==> config.mk <==
export PLATFORM = sky130hd
export DESIGN_NAME = key_scan_debounce
export DESIGN_NICKNAME = d
export VERILOG_FILES = /design/src/rtl/key_scan_debounce_pkg.sv /design/src/rtl/key_scan_debounce_ch.sv /design/src/rtl/key_scan_debounce.sv
export SDC_FILE = /design/constraint.sdc
export NUM_CORES = 1
export LEC_CHECK = 0
export ABC_AREA = 1
export CAP_MARGIN = 10
export CORE_ASPECT_RATIO = 1.25
export CORE_UTILIZATION = 64
export DETAILED_ROUTE_END_ITERATION = 12
export HOLD_SLACK_MARGIN = 0.15
export PLACE_DENSITY = 0.82
export SYNTH_ARGS = -nofsm -noshare
export SYNTH_HDL_FRONTEND = slang
export SYNTH_SLANG_ARGS = --single-unit
==> constraint.sdc <==
create_clock -name clkin -period 5.1 [get_ports clkin]
set_input_delay 1.02 -clock clkin [delete_from_list [all_inputs] [get_ports clkin]]
set_output_delay 1.02 -clock clkin [all_outputs]
set_load 0.005 [all_outputs]
==> src/rtl/key_scan_debounce_pkg.sv <==
// Shared definitions for the panel-key front end: key indices, channel
// state encoding and a small helper for sizing counters from parameters.
package key_pkg;

  localparam int KEY_E = 0;
  localparam int KEY_U = 1;
  localparam int KEY_D = 2;
  localparam int KEY_L = 3;
  localparam int KEY_R = 4;

  typedef enum logic [1:0] {
    ST_IDLE  = 2'd0,
    ST_PWAIT = 2'd1,
    ST_HELD  = 2'd2,
    ST_RWAIT = 2'd3
  } key_st_e;

  // Largest of three timing parameters; the shared counter width derives from it.
  function automatic int unsigned max3(input int unsigned a, input int unsigned b,
                                       input int unsigned c);
    int unsigned m;
    m = (a > b) ? a : b;
    return (m > c) ? m : c;
  endfunction

endpackage

==> src/rtl/key_scan_debounce_ch.sv <==
// One key channel: 2-flop synchroniser, debounce FSM, auto-repeat counter
// and registered level/press/release/repeat outputs.
// Legal parameters: DEBOUNCE_CYC>=2, REPEAT_DLY>=1, 1<=REPEAT_RATE<=REPEAT_DLY.
module key_debounce_ch
  import key_pkg::*;
#(
  parameter int unsigned DEBOUNCE_CYC = 1_000_000,
  parameter int unsigned REPEAT_DLY   = 25_000_000,
  parameter int unsigned REPEAT_RATE  = 5_000_000,
  parameter bit          RPT_EN       = 1'b0
) (
  input  logic clk_i,
  input  logic rst_ni,
  input  logic key_ni,
  output logic level_o,
  output logic press_o,
  output logic release_o,
  output logic repeat_o
);

  localparam int unsigned CW = $clog2(max3(DEBOUNCE_CYC, REPEAT_DLY, REPEAT_RATE)) + 1;
  localparam logic [CW-1:0] CNT_LAST   = CW'(DEBOUNCE_CYC - 1);
  localparam logic [CW-1:0] RPT_LAST   = CW'(REPEAT_DLY - 1);
  // Reloading here makes every later tick land REPEAT_RATE cycles apart.
  localparam logic [CW-1:0] RPT_RELOAD = CW'(REPEAT_DLY - REPEAT_RATE);

  logic          sync1_q, sync2_q;
  key_st_e       st_q, st_d;
  logic [CW-1:0] cnt_q, cnt_d;
  logic [CW-1:0] rpt_q, rpt_d;
  logic          level_q, level_d;
  logic          press_q, press_d;
  logic          release_q, release_d;
  logic          repeat_q, repeat_d;

  // State, counters, synchroniser and output registers; reset parks the key released.
  always_ff @(posedge clk_i) begin
    if (!rst_ni) begin
      sync1_q   <= 1'b1;
      sync2_q   <= 1'b1;
      st_q      <= ST_IDLE;
      cnt_q     <= '0;
      rpt_q     <= '0;
      level_q   <= 1'b0;
      press_q   <= 1'b0;
      release_q <= 1'b0;
      repeat_q  <= 1'b0;
    end else begin
      sync1_q   <= key_ni;
      sync2_q   <= sync1_q;
      st_q      <= st_d;
      cnt_q     <= cnt_d;
      rpt_q     <= rpt_d;
      level_q   <= level_d;
      press_q   <= press_d;
      release_q <= release_d;
      repeat_q  <= repeat_d;
    end
  end

  // Debounce FSM on the synchronised level (0 = pressed); pulses default low.
  always_comb begin
    st_d      = st_q;
    cnt_d     = cnt_q;
    rpt_d     = rpt_q;
    level_d   = level_q;
    press_d   = 1'b0;
    release_d = 1'b0;
    repeat_d  = 1'b0;
    case (st_q)
      ST_IDLE: begin
        if (!sync2_q) begin
          st_d  = ST_PWAIT;
          cnt_d = '0;
        end
      end
      ST_PWAIT: begin
        if (sync2_q) begin
          st_d = ST_IDLE;
        end else if (cnt_q == CNT_LAST) begin
          st_d    = ST_HELD;
          press_d = 1'b1;
          level_d = 1'b1;
          rpt_d   = '0;
        end else begin
          cnt_d = cnt_q + CW'(1);
        end
      end
      ST_HELD: begin
        if (sync2_q) begin
          st_d  = ST_RWAIT;
          cnt_d = '0;
        end else if (RPT_EN) begin
          if (rpt_q == RPT_LAST) begin
            repeat_d = 1'b1;
            rpt_d    = RPT_RELOAD;
          end else begin
            rpt_d = rpt_q + CW'(1);
          end
        end
      end
      ST_RWAIT: begin
        // A bounce back to pressed resumes HELD with the repeat phase intact.
        if (!sync2_q) begin
          st_d = ST_HELD;
        end else if (cnt_q == CNT_LAST) begin
          st_d      = ST_IDLE;
          release_d = 1'b1;
          level_d   = 1'b0;
        end else begin
          cnt_d = cnt_q + CW'(1);
        end
      end
      default: st_d = ST_IDLE;
    endcase
  end

  assign level_o   = level_q;
  assign press_o   = press_q;
  assign release_o = release_q;
  assign repeat_o  = repeat_q;

endmodule

==> src/rtl/key_scan_debounce.sv <==
// Panel-key front end: NKEYS independent debounce channels plus a registered
// any_pressed flag. any_pressed is the OR of the key_level registers, so it
// trails key_level by one cycle.
module key_scan_debounce
  import key_pkg::*;
#(
  parameter int unsigned          NKEYS        = 5,
  parameter int unsigned          DEBOUNCE_CYC = 1_000_000,
  parameter int unsigned          REPEAT_DLY   = 25_000_000,
  parameter int unsigned          REPEAT_RATE  = 5_000_000,
  parameter logic [NKEYS-1:0]     REPEAT_MASK  = NKEYS'(5'b00110)
) (
  input  logic             clkin,
  input  logic             rst_n,
  input  logic [NKEYS-1:0] key_n,
  output logic [NKEYS-1:0] key_level,
  output logic [NKEYS-1:0] key_press,
  output logic [NKEYS-1:0] key_release,
  output logic [NKEYS-1:0] key_repeat,
  output logic             any_pressed
);

  logic any_q;

  for (genvar i = 0; i < NKEYS; i++) begin : g_ch
    key_debounce_ch #(
      .DEBOUNCE_CYC(DEBOUNCE_CYC),
      .REPEAT_DLY  (REPEAT_DLY),
      .REPEAT_RATE (REPEAT_RATE),
      .RPT_EN      (REPEAT_MASK[i])
    ) u_ch (
      .clk_i    (clkin),
      .rst_ni   (rst_n),
      .key_ni   (key_n[i]),
      .level_o  (key_level[i]),
      .press_o  (key_press[i]),
      .release_o(key_release[i]),
      .repeat_o (key_repeat[i])
    );
  end

  // Registered OR of the debounced levels.
  always_ff @(posedge clkin) begin
    if (!rst_n) any_q <= 1'b0;
    else        any_q <= |key_level;
  end

  assign any_pressed = any_q;

endmodule

* Word-level counts from Yosys, hierarchy flattened *
Cells that the tools add are included.

word-level totals
  flip-flop bits (word level) = 220

operators by class
  eq/ne operators = 64
  $add $sub $neg = 7
  reductions and logical operators = 42
  mux-type cells = 107
  bitwise operators = 8

operators by type and width
  kind                                                                      count
  26-bit two-way mux                                                        33
  26-bit case mux with 4 select lines                                       5
  26-bit by 1-bit adder with 26-bit output (second input constant)          7
  26-bit by 20-bit == test with 1-bit output (second input constant)        5
  26-bit case mux with 2 select lines                                       2
  2-bit two-way mux                                                         30
  26-bit by 25-bit == test with 1-bit output (second input constant)        2
  4-bit AND reduction                                                       12
  2-bit by 1-bit inequality test with 1-bit output (second input constant)  20
  2-bit case mux with 4 select lines                                        5
  1-bit two-way mux                                                         27
  5-bit AND reduction                                                       5
  2-bit inequality test (second input constant)                             12
  3-bit OR reduction                                                        7
  2-bit == test (second input constant)                                     10
  3-bit by 1-bit inequality test with 1-bit output (second input constant)  5
  3-bit inequality test (second input constant)                             5
  3-bit AND reduction                                                       5
  2-bit nonzero test                                                        7
  2-bit by 1-bit == test with 1-bit output (second input constant)          5
  2-bit zero test                                                           5
  1-bit case mux with 2 select lines                                        5
  1-bit inverter                                                            8
  5-bit OR reduction                                                        1

* Longest topological paths before layout *
Gate-level depths: netlist of the first run.

  depth in word-level cells = 4
  gate-level depth with buffers = 13
  depth with buffers taken out = 12

* Cells and area by module *
A second synthesis of the first run with hierarchy kept.

second synthesis, totals
  cells, all modules = 2376
  area total of the unflattened synthesis = 14282.4 um^2

modules (own cells, without submodules)
  module                              times used  area each (um^2)  cells each  sequential area each (um^2)
  key_debounce_ch (g_ch[0].u_ch ...)  3           2120.8            364         660.6
  key_debounce_ch (g_ch[1].u_ch)      1           3995.1            641         1201.2
  key_debounce_ch (g_ch[2].u_ch)      1           3881.2            636         1201.2
  key_scan_debounce                   1           43.8              7           20.0

* Worst setup path after synthesis of the first run *
Ideal clock, no wire load.

  path kind = input port to flip-flop
  start = input port rst_n
  end = register g_ch[0].u_ch.release_q
  path slack = 3102 ps
  required time = 4972 ps
  arrival time = 1870 ps
  stages on the path = 5
  buffers on the path = 3
  cell sequence = buf_2 -> inv_2 -> clkbuf_1 -> clkbuf_1 -> nor2_1

between the ends
  word-level cells in the longest chain between the ends = 1

ends and longest elaborated chain
  element                        line                        text
  from (decl)                    key_scan_debounce.sv:14     input logic rst_n,
  3-bit AND reduction (no line)  n/a
  to (signal assigned)           key_scan_debounce_ch.sv:56  release_q <= release_d;
  to (decl)                      key_scan_debounce_ch.sv:33  logic release_q, release_d;

Every way passes these cells.
A chain may end at the register's enable or synchronous reset.

==> results.sh, run 1 <==
export IMPL_outcome="complete, no violations"
export IMPL_grt_max_degree=92
export IMPL_setup_viol=0
export IMPL_vias_per_cell=5.45
export IMPL_fill_cells=1947
export IMPL_cts_htree_levels=1
export IMPL_nets=2335
export IMPL_rows=59
export IMPL_pwr_share_comb_pct=2.6
export IMPL_p_int_uw=2800
export IMPL_drtPass1Iterations=7
export IMPL_synth_top_family_by_area="simple AND/OR/NAND/NOR gates"
export IMPL_irDropWorstVdd_v=0.000274
export IMPL_numCtsBuffers=24
export IMPL_track_usage_pct=31.5
export IMPL_drc=0
export IMPL_initial_core_util_pct=65.8
export IMPL_synth_xor_area_share_pct=3.18
export IMPL_max_freq_mhz=388
export IMPL_cpPeakStageDelay_ns=0.55
export IMPL_timing_hold_violations_final=0
export IMPL_endpoint="g_ch[2].u_ch.cnt_q[10]"
export IMPL_cap_violations=0
export IMPL_cp_end_kind="flop"
export IMPL_r2r_slack_ns=2.57
export IMPL_crit_type="input pin to flop"
export IMPL_cts_tree="done"
export IMPL_synthMuxAreaShare_pct=0
export IMPL_ant_nets=0
export IMPL_vias=14200
export IMPL_swShare_pct=22.0
export IMPL_drv_slew=0
export IMPL_maxSlewHeadroom_pct=24.3
export IMPL_critical_path_depth=6
export IMPL_antenna_found_initial=0
export IMPL_ys_ff_latch=220
export IMPL_min_period_ns=2.58
export IMPL_reg2reg_depth=10
export IMPL_clk_pin_slew_ns=0.06
export IMPL_crit_required_ns=5.56
export IMPL_drt_wl_total_um=34600
export IMPL_wire_per_inst_um=13.3
export IMPL_cts_resized=0
export IMPL_syn2layout_area_growth_pct=6.98
export IMPL_whs_ns=0.414
export IMPL_grt_first_pass_wirelength_um=58900
export IMPL_clock_path_buffers=3
export IMPL_synthAdderAreaFrac_pct=0.635
export IMPL_period_share_pct=50.6
export IMPL_num_antenna_cells=0
export IMPL_grt_pass1_vias=13100
export IMPL_chipHeight_um=166
export IMPL_insertion_delay_ns=0.52
export IMPL_p_leak_uw=0.00508
export IMPL_synth_simple_gate_area_share_pct=47.9
export IMPL_critPathTopFamily="buffers and inverters"
export IMPL_syn_inst=2346
export IMPL_die_w_um=133
export IMPL_pwr_share_clk_pct=49.2
export IMPL_power_density_mw_per_mm2=243
export IMPL_gp_congestion=0.940
export IMPL_critPathLaunch="rst_n"
export IMPL_die_area_mm2=0.0221
export IMPL_rsz0062_at_grt="false"
export IMPL_slowest_stage="a21oi_1"
export IMPL_fin_skew_ns=0.0105
export IMPL_path_max_fanout=63
export IMPL_io_pins=28
export IMPL_drtIter0Drc=970
export IMPL_critPathBufInv=3
export IMPL_core_area_mm2=0.0210
export IMPL_clock_sinks=220
export IMPL_startpoint_type="input pin"
export IMPL_root_buffer="clkbuf_16"
export IMPL_worstPathArrival_ns=3.03
export IMPL_worst_slew_pin_slew_ns=1.13
export IMPL_path_cells="clkdlybuf4s50_1 -> buf_4 -> inv_4 -> a21oi_1 -> o21ai_0 -> nor2_1"
export IMPL_hold_class="flop to flop"
export IMPL_avgSynthCellArea_um2=5.88
export IMPL_setup_tns_ns=0
export IMPL_r2r_start="g_ch[4].u_ch.cnt_q[0]"
export IMPL_final_layout_size_suffix_gt1_share_pct=4.02
export IMPL_p_seq_share_pct=48.2
export IMPL_timing_rr_end="g_ch[4].u_ch.cnt_q[17]"
export IMPL_port_buffers=24
export IMPL_dp_hpwl_um=24400
export IMPL_layout_common_cells="702 x nand2_1, 564 x nor2_1, 220 x dfxtp_1"
export IMPL_ys_warnings_count=0
export IMPL_post_cts_buffers=0
export IMPL_synthesis_area_mm2=0.0138
export IMPL_switchingPower_uw=791
export IMPL_cts_hold_buf=0
export IMPL_ys_seq_area_share_pct=31.9
export IMPL_final_common_cell="nand2_1"
export IMPL_synth_compound_area_share_pct=6.87
export IMPL_yosysUniqueCellTypes=42
export IMPL_grt_overflow=0
-- layout make-up --
cell class	count	area [um2]	area share [%]
Sequential cell	220	4400	29.9
Inverter	216	815	5.52
Tap cell	274	343	2.32
Multi-Input combinational cell	1830	8100	54.9
Clock buffer	33	696	4.72
Timing Repair Buffer	29	290	1.97
Clock inverter	10	109	0.738
-- worst reg2reg max path, stage by stage (launching register included) --
cell     delay (ns)
dfxtp_1        0.39
ha_1           0.32
inv_1          0.07
nor2_1         0.32
nand4_1        0.21
inv_1          0.09
nand2_1        0.09
nand2_1        0.55
nor2_1         0.14
nor2_1         0.17
nor2_1         0.07
-- logic make-up (layout without fill, tap and decap cells) --
| logic type | count (synthesis) | in the layout |
|---|---|---|
| xor+xnor | 50 | 50 |
| compound gates | 179 | 179 |
| simple gates | 1591 | 1591 |
| flops | 220 | 220 |
| buf+inv | 298 | 288 |
| fa+ha+maj | 7 | 7 |
| other cells | 1 | 3 |
-- worst min path at each step --
| stage | to | cells after the start | startpoint |
|---|---|---|---|
| after global routing | g_ch[3].u_ch.sync2_q | 1 | g_ch[3].u_ch.sync1_q |
| after global placement | g_ch[3].u_ch.sync2_q | 1 | g_ch[3].u_ch.sync1_q |
| after floorplan | g_ch[0].u_ch.sync2_q | 1 | g_ch[0].u_ch.sync1_q |
| after CTS | g_ch[3].u_ch.sync2_q | 1 | g_ch[3].u_ch.sync1_q |
| after detailed placement | g_ch[3].u_ch.sync2_q | 1 | g_ch[3].u_ch.sync1_q |
| final | g_ch[3].u_ch.sync2_q | 1 | g_ch[3].u_ch.sync1_q |
-- metal layers --
metal	vias to the layer above	wire [um]	part of all wire, %	GRT usage [%]
met3	78	1870	5.4	3.42
li1	7298	-	-	-
met2	408	17000	49	56.8
met4	0	1110	3.2	12.8
met5	-	0	0	0
met1	6451	14600	42	37.6
-- cell usage after synthesis --
cell type | number | area [um2]
nor3b_1 | 7 | 52.6
nand3_2 | 5 | 50.1
buf_4 | 28 | 210
inv_2 | 5 | 18.8
buf_2 | 16 | 80.1
xnor2_1 | 16 | 140
nor3_1 | 36 | 180
a21boi_0 | 1 | 7.51
a211oi_1 | 3 | 22.5
o21ai_0 | 30 | 150
o21bai_1 | 11 | 82.6
inv_1 | 209 | 785
buf_1 | 2 | 7.51
dfxtp_1 | 220 | 4400
nand2_2 | 7 | 43.8
o31ai_1 | 1 | 7.51
xor2_1 | 34 | 298
nor4_1 | 4 | 25.0
or2_2 | 14 | 87.6
nand3_1 | 191 | 956
nor2_4 | 2 | 22.5
nor2_2 | 6 | 37.5
nor2_1 | 564 | 2120
nand2_4 | 4 | 45.0
or4_1 | 1 | 7.51
nor2_8 | 1 | 20.0
o211ai_1 | 2 | 15.0
ha_1 | 7 | 87.6
a21oi_1 | 130 | 651
nand4_1 | 36 | 225
clkbuf_1 | 29 | 109
nor3_2 | 1 | 10.0
buf_6 | 7 | 78.8
and2_1 | 2 | 12.5
conb_1 | 1 | 3.75
nand3b_1 | 5 | 37.5
nand2_1 | 702 | 2640
a21boi_2 | 1 | 11.3
nor3b_2 | 1 | 12.5
nand3_4 | 2 | 35.0
clkinv_2 | 1 | 5.00
clkinv_1 | 1 | 3.75
-- state kept, by name (all words and copies together), names as in the netlist, named ones only --
| name | cells |
|---|---|
| g_ch.u_ch.repeat_o | 2 |
| g_ch.u_ch.sync2_q | 5 |
| g_ch.u_ch.release_o | 5 |
| g_ch.u_ch.press_o | 5 |
| any_pressed | 1 |
| g_ch.u_ch.sync1_q | 5 |
| g_ch.u_ch.rpt_q | 52 |
| g_ch.u_ch.level_o | 5 |
| g_ch.u_ch.st_q | 5 |
| g_ch.u_ch.cnt_q | 130 |
-- power by group through the flow --
stage / Clock (uW) / Combinational [uW] / Sequential [uW]
2_1_floorplan: 0 / 74.8 / 1760
3_3_place_gp: 0 / 91.2 / 1770
3_5_place_dp: 0 / 92.7 / 1770
4_1_cts: 1790 / 93.3 / 1730
5_1_grt: 1870 / 103 / 1730
6_report: 1770 / 92.5 / 1730
-- stage by stage --
step,power (uW),std cells,util [%],setup slack (ns),area (um2)
2_1_floorplan,1840,2348,-,3.10,13800
3_3_place_gp,1860,2569,66.5,2.03,13900
3_5_place_dp,1860,2569,66.5,2.01,13900
4_1_cts,3620,2612,70.4,2.54,14800
5_1_grt,3710,2612,70.4,2.29,14800
6_report,3590,2612,70.4,2.52,14800
Power figures use the tool's default switching activity.
==> run 2: changes to the inputs <==
CORE_UTILIZATION = 63   (was 64)
PLACE_DENSITY = 0.81   (was 0.82)
clock period = 2.6 ns   (was 5.1 ns; I/O delays follow)
==> results.sh, run 2 (synthesis gave the netlist of run 1 again) <==
export IMPL_outcome="complete, no violations"
export IMPL_clock_sinks=220
export IMPL_slowest_stage="nor2_2"
export IMPL_grt_first_pass_wirelength_um=59800
export IMPL_top_regs="g_ch.u_ch.cnt_q: 130 flops, g_ch.u_ch.rpt_q: 52 flops"
export IMPL_chipHeight_um=167
export IMPL_period_share_pct=87.6
export IMPL_cp_end_kind="flop"
export IMPL_worstPathArrival_ns=2.68
export IMPL_fin_skew_ns=0.0132
export IMPL_vias=14200
export IMPL_worst_path_most_repeated_cell="nor2_1"
export IMPL_core_area_mm2=0.0215
export IMPL_ant_nets=0
export IMPL_syn2layout_area_growth_pct=8.48
export IMPL_io_pins=28
export IMPL_vias_per_cell=5.37
export IMPL_rsz0062_at_grt="false"
export IMPL_largest_reg_flops=130
export IMPL_cpPeakStageDelay_ns=0.80
export IMPL_dp_slack_ns=0.357
export IMPL_path_max_fanout=27
export IMPL_final_common_cell="nand2_1"
export IMPL_hold_class="flop to flop"
export IMPL_setup_viol=0
export IMPL_cts_hold_buf=0
export IMPL_port_buffers=24
export IMPL_p_int_uw=5490
export IMPL_regMostFlops="g_ch.u_ch.cnt_q"
export IMPL_layout_common_cells="702 x nand2_1, 564 x nor2_1, 220 x dfxtp_1"
export IMPL_drtPass1Iterations=5
export IMPL_numCtsBuffers=24
export IMPL_path_cells="ha_1 -> inv_1 -> nor2_1 -> nand4_1 -> nor2_1 -> nor2_2 -> nand3_1 -> nor2_1 -> nor2_1"
export IMPL_crit_required_ns=3.01
export IMPL_clk_pin_slew_ns=0.07
export IMPL_swShare_pct=22.8
export IMPL_reg2reg_depth=9
export IMPL_post_cts_buffers=0
export IMPL_root_buffer="clkbuf_16"
export IMPL_power_density_mw_per_mm2=475
export IMPL_drc=0
export IMPL_drt_wl_total_um=35700
export IMPL_grt_max_degree=33
export IMPL_maxSlewHeadroom_pct=30.2
export IMPL_die_w_um=134
export IMPL_p_seq_share_pct=47.7
export IMPL_track_usage_pct=31.7
export IMPL_clock_path_buffers=3
export IMPL_nets=2360
export IMPL_crit_type="flop to flop"
export IMPL_setup_slack_ns=0.323
export IMPL_pwr_share_clk_pct=49.3
export IMPL_initial_core_util_pct=64.2
export IMPL_top_layer="met4"
export IMPL_pwr_share_comb_pct=3.0
export IMPL_whs_endpoint="g_ch[0].u_ch.sync2_q"
export IMPL_r2r_slack_ns=0.32
export IMPL_dr_wl_met3_um=1770
export IMPL_met2_length_um=17500
export IMPL_met1_length_um=15400
export IMPL_drv_slew=0
export IMPL_die_area_mm2=0.0225
export IMPL_worst_slew_pin_slew_ns=1.05
export IMPL_r2r_start="g_ch[4].u_ch.cnt_q[0]"
export IMPL_critPathTopFamily="simple AND/OR/NAND/NOR gates"
export IMPL_critical_path_depth=9
export IMPL_min_period_ns=2.28
export IMPL_cap_violations=0
export IMPL_timing_rr_end="g_ch[4].u_ch.cnt_q[12]"
export IMPL_critPathBufInv=1
export IMPL_wire_per_inst_um=13.5
export IMPL_num_antenna_cells=0
export IMPL_cts_tree="done"
export IMPL_gp_congestion=0.978
export IMPL_grt_overflow=0
export IMPL_insertion_delay_ns=0.52
export IMPL_dp_hpwl_um=25800
export IMPL_max_freq_mhz=439
export IMPL_cts_htree_levels=1
export IMPL_irDropWorstVdd_v=0.000545
export IMPL_holdPathStages=1
export IMPL_timing_hold_violations_final=0
export IMPL_drtIter0Drc=770
export IMPL_grt_pass1_vias=13100
export IMPL_antenna_found_initial=0
export IMPL_setup_tns_ns=0
export IMPL_p_leak_uw=0.00520
export IMPL_final_layout_size_suffix_gt1_share_pct=5.08
export IMPL_hold_start="g_ch[0].u_ch.sync1_q"
export IMPL_rows=60
export IMPL_startpoint_type="flop"
export IMPL_cts_resized=0
export IMPL_switchingPower_uw=1620
## run 2: cell count changes in the layout (fill, tap and decap cells not counted), sizes merged
cell,change
buf,+25
clkbuf,-2
clkinvlp,+2
## run 2: how the worst max path moves through the flow
| stage | start | end | slack, ns |
|---|---|---|---|
| finish | g_ch[4].u_ch.cnt_q[0] | g_ch[4].u_ch.cnt_q[12] | 0.32 |
| global route | g_ch[4].u_ch.cnt_q[0] | g_ch[4].u_ch.cnt_q[12] | 0.11 |
| CTS | g_ch[3].u_ch.cnt_q[0] | g_ch[3].u_ch.cnt_q[17] | 0.35 |
| detailed placement | g_ch[4].u_ch.cnt_q[0] | g_ch[4].u_ch.cnt_q[12] | 0.36 |
| global placement | g_ch[2].u_ch.cnt_q[0] | g_ch[2].u_ch.cnt_q[1] | 0.43 |
| floorplan | g_ch[1].u_ch.cnt_q[0] | g_ch[1].u_ch.cnt_q[19] | 0.84 |
## run 2: stage by stage
step	std cells	hold slack (ns)	utilization, %	instance area [um2]	total power (uW)
2_1_floorplan	2348	0.393	-	13800	3610
3_3_place_gp	2599	0.394	65.9	14200	3670
3_5_place_dp	2599	0.404	65.9	14200	3680
4_1_cts	2642	0.424	69.7	15000	7140
5_1_grt	2642	0.428	69.7	15000	7300
6_report	2642	0.420	69.7	15000	7110
## run 2: power by group through the flow
stage	logic [uW]	registers, uW	clock network [uW]
after floorplan	147	3460	0
after detailed placement	211	3470	0
after CTS	212	3390	3540
after global placement	209	3470	0
final	212	3390	3510
after global routing	231	3390	3680
## run 2: final cells by class
class	count	area, um2
fillers	2016	6510
multi-input cells	1830	8100
clock inverters	12	128
well taps	279	349
repair buffers	54	490
flip-flops and latches	220	4400
inverters	216	815
clock buffers	31	678
## run 2: layer usage
metal / GRT usage [%] / vias up
met4: 11.7 / 0
met5: 0 / -
met2: 57.5 / 360
li1: - / 7342
met3: 3.94 / 79
met1: 37.8 / 6415
==> run 3: changes to the inputs <==
--- a/config.mk
+++ b/config.mk
@@ -10,6 +10,6 @@
 export CORE_ASPECT_RATIO = 1.25
-export CORE_UTILIZATION = 63
+export CORE_UTILIZATION = 40
 export DETAILED_ROUTE_END_ITERATION = 12
 export HOLD_SLACK_MARGIN = 0.15
-export PLACE_DENSITY = 0.81
+export PLACE_DENSITY = 0.62
 export SYNTH_ARGS = -nofsm -noshare
==> constraint.sdc (replaced) <==
create_clock -name clkin -period 2.6 [get_ports clkin]
set_input_delay 0.78 -clock clkin [delete_from_list [all_inputs] [get_ports clkin]]
set_output_delay 0.78 -clock clkin [all_outputs]
set_load 0.005 [all_outputs]
==> results.sh, run 3 (synthesis gave the netlist of run 1 again) <==
export IMPL_vias=14000
export IMPL_cts_resized=0
export IMPL_place_area_mm2=0.0143
export IMPL_grt_pass1_vias=13200
export IMPL_timing_hold_violations_final=0
export IMPL_top_regs="g_ch.u_ch.cnt_q: 130 flops, g_ch.u_ch.rpt_q: 52 flops"
export IMPL_track_usage_pct=20.6
export IMPL_worst_slew_pin_slew_ns=1.19
export IMPL_cts_htree_levels=1
export IMPL_outcome="complete, no violations"
export IMPL_regMostFlops="g_ch.u_ch.cnt_q"
export IMPL_min_period_ns=2.40
export IMPL_core_area_mm2=0.0338
export IMPL_layout_common_cells="702 x nand2_1, 564 x nor2_1, 220 x dfxtp_1"
export IMPL_final_common_cell="nand2_1"
export IMPL_endpoint="key_level[1]"
export IMPL_root_buffer="clkbuf_16"
export IMPL_grt_overflow=0
export IMPL_vias_per_cell=5.02
export IMPL_fin_cells=2788
export IMPL_rsz0062_at_grt="false"
export IMPL_p_seq_share_pct=45.8
export IMPL_insertion_delay_ns=0.55
export IMPL_grt_first_pass_wirelength_um=61200
export IMPL_drc=0
export IMPL_slowest_stage="clkdlybuf4s50_1"
export IMPL_power_density_mw_per_mm2=488
export IMPL_crit_type="flop to output pin"
export IMPL_switchingPower_uw=1650
export IMPL_pwr_share_comb_pct=2.8
export IMPL_numCtsBuffers=26
export IMPL_largest_reg_flops=130
export IMPL_cap_violations=0
export IMPL_chipHeight_um=210
export IMPL_p_int_uw=5770
export IMPL_critPathBufInv=1
export IMPL_post_cts_buffers=0
export IMPL_setup_viol=0
export IMPL_startpoint_type="flop"
export IMPL_die_w_um=168
export IMPL_clk_pin_slew_ns=0.06
export IMPL_syn2layout_area_growth_pct=10.2
export IMPL_reg2reg_depth=9
export IMPL_setup_tns_ns=0
export IMPL_drtPass1Iterations=5
export IMPL_critPathLaunch="g_ch[1].u_ch.level_o"
export IMPL_r2r_slack_ns=0.35
export IMPL_initial_core_util_pct=40.8
export IMPL_ant_nets=0
export IMPL_clock_sinks=220
export IMPL_max_freq_mhz=417
export IMPL_dp_hpwl_um=26000
export IMPL_port_buffers=24
export IMPL_period_share_pct=92.2
export IMPL_grt_max_degree=50
export IMPL_fin_skew_ns=0.0166
export IMPL_cpPeakStageDelay_ns=0.57
export IMPL_clock_path_buffers=3
export IMPL_utilization_pct=45.0
export IMPL_critical_path_depth=1
export IMPL_r2r_start="g_ch[4].u_ch.cnt_q[0]"
export IMPL_drtIter0Drc=911
export IMPL_gp_congestion=0.967
export IMPL_die_area_mm2=0.0352
export IMPL_cp_end_kind="output pin"
export IMPL_final_cell_area_mm2=0.0152
export IMPL_rows=75
export IMPL_final_layout_size_suffix_gt1_share_pct=5.12
export IMPL_crit_required_ns=1.82
export IMPL_dp_cells=2740
export IMPL_swShare_pct=22.2
export IMPL_critPathTopFamily="buffers and inverters"
export IMPL_p_leak_uw=0.00523
export IMPL_wire_per_inst_um=12.9
export IMPL_timing_rr_end="g_ch[4].u_ch.cnt_q[19]"
export IMPL_pwr_share_clk_pct=51.5
export IMPL_path_cells="clkdlybuf4s50_1"
export IMPL_io_pins=28
export IMPL_irDropWorstVdd_v=0.000403
export IMPL_cts_tree="done"
export IMPL_hold_class="flop to flop"
export IMPL_path_max_fanout=3
export IMPL_cts_hold_buf=0
export IMPL_num_antenna_cells=0
export IMPL_antenna_found_initial=0
export IMPL_worstPathArrival_ns=1.62
export IMPL_drt_wl_total_um=36000
export IMPL_maxSlewHeadroom_pct=20.3
export IMPL_drv_slew=0
export IMPL_nets=2359
## run 3: power by group through the flow
stage / combinational (uW) / clock, uW / sequential, uW
detailed placement: 207 / 0 / 3470
global route: 229 / 4090 / 3390
CTS: 208 / 3940 / 3390
finish: 206 / 3820 / 3390
floorplan: 147 / 0 / 3460
global placement: 206 / 0 / 3470
## run 3: routing by layer
metal / up-vias / share of wire, % / track usage, %
li1: 7358 / - / -
met4: 0 / 2.3 / 7.18
met3: 57 / 3.7 / 2.41
met1: 6329 / 45 / 25.1
met5: - / 0 / 0
met2: 248 / 49 / 37.3
## run 3: worst min path at each step
| stage | start | end | slack (ns) | cells after the start |
|---|---|---|---|---|
| floorplan | g_ch[0].u_ch.sync1_q | g_ch[0].u_ch.sync2_q | 0.39 | 1 |
| global placement | g_ch[2].u_ch.sync1_q | g_ch[2].u_ch.sync2_q | 0.40 | 1 |
| detailed placement | g_ch[0].u_ch.sync1_q | g_ch[0].u_ch.sync2_q | 0.40 | 1 |
| CTS | g_ch[0].u_ch.sync1_q | g_ch[0].u_ch.sync2_q | 0.40 | 1 |
| global route | g_ch[0].u_ch.sync1_q | g_ch[0].u_ch.sync2_q | 0.42 | 1 |
| finish | g_ch[0].u_ch.sync1_q | g_ch[0].u_ch.sync2_q | 0.41 | 1 |
## run 3: stage by stage
step | worst slack [ns] | total power (uW) | hold slack (ns)
after floorplan | 0.837 | 3610 | 0.393
after global placement | 0.381 | 3670 | 0.397
after detailed placement | 0.360 | 3670 | 0.398
after CTS | 0.184 | 7540 | 0.400
after global routing | 0.0697 | 7710 | 0.422
final | 0.202 | 7410 | 0.409
## run 3: layout make-up
type | count | area [um2]
Inverter | 216 | 815
Fill cell | 3577 | 18600
Multi-Input combinational cell | 1830 | 8100
Clock buffer | 37 | 763
Timing Repair Buffer | 51 | 450
Tap cell | 423 | 529
Sequential cell | 220 | 4400
Clock inverter | 11 | 136
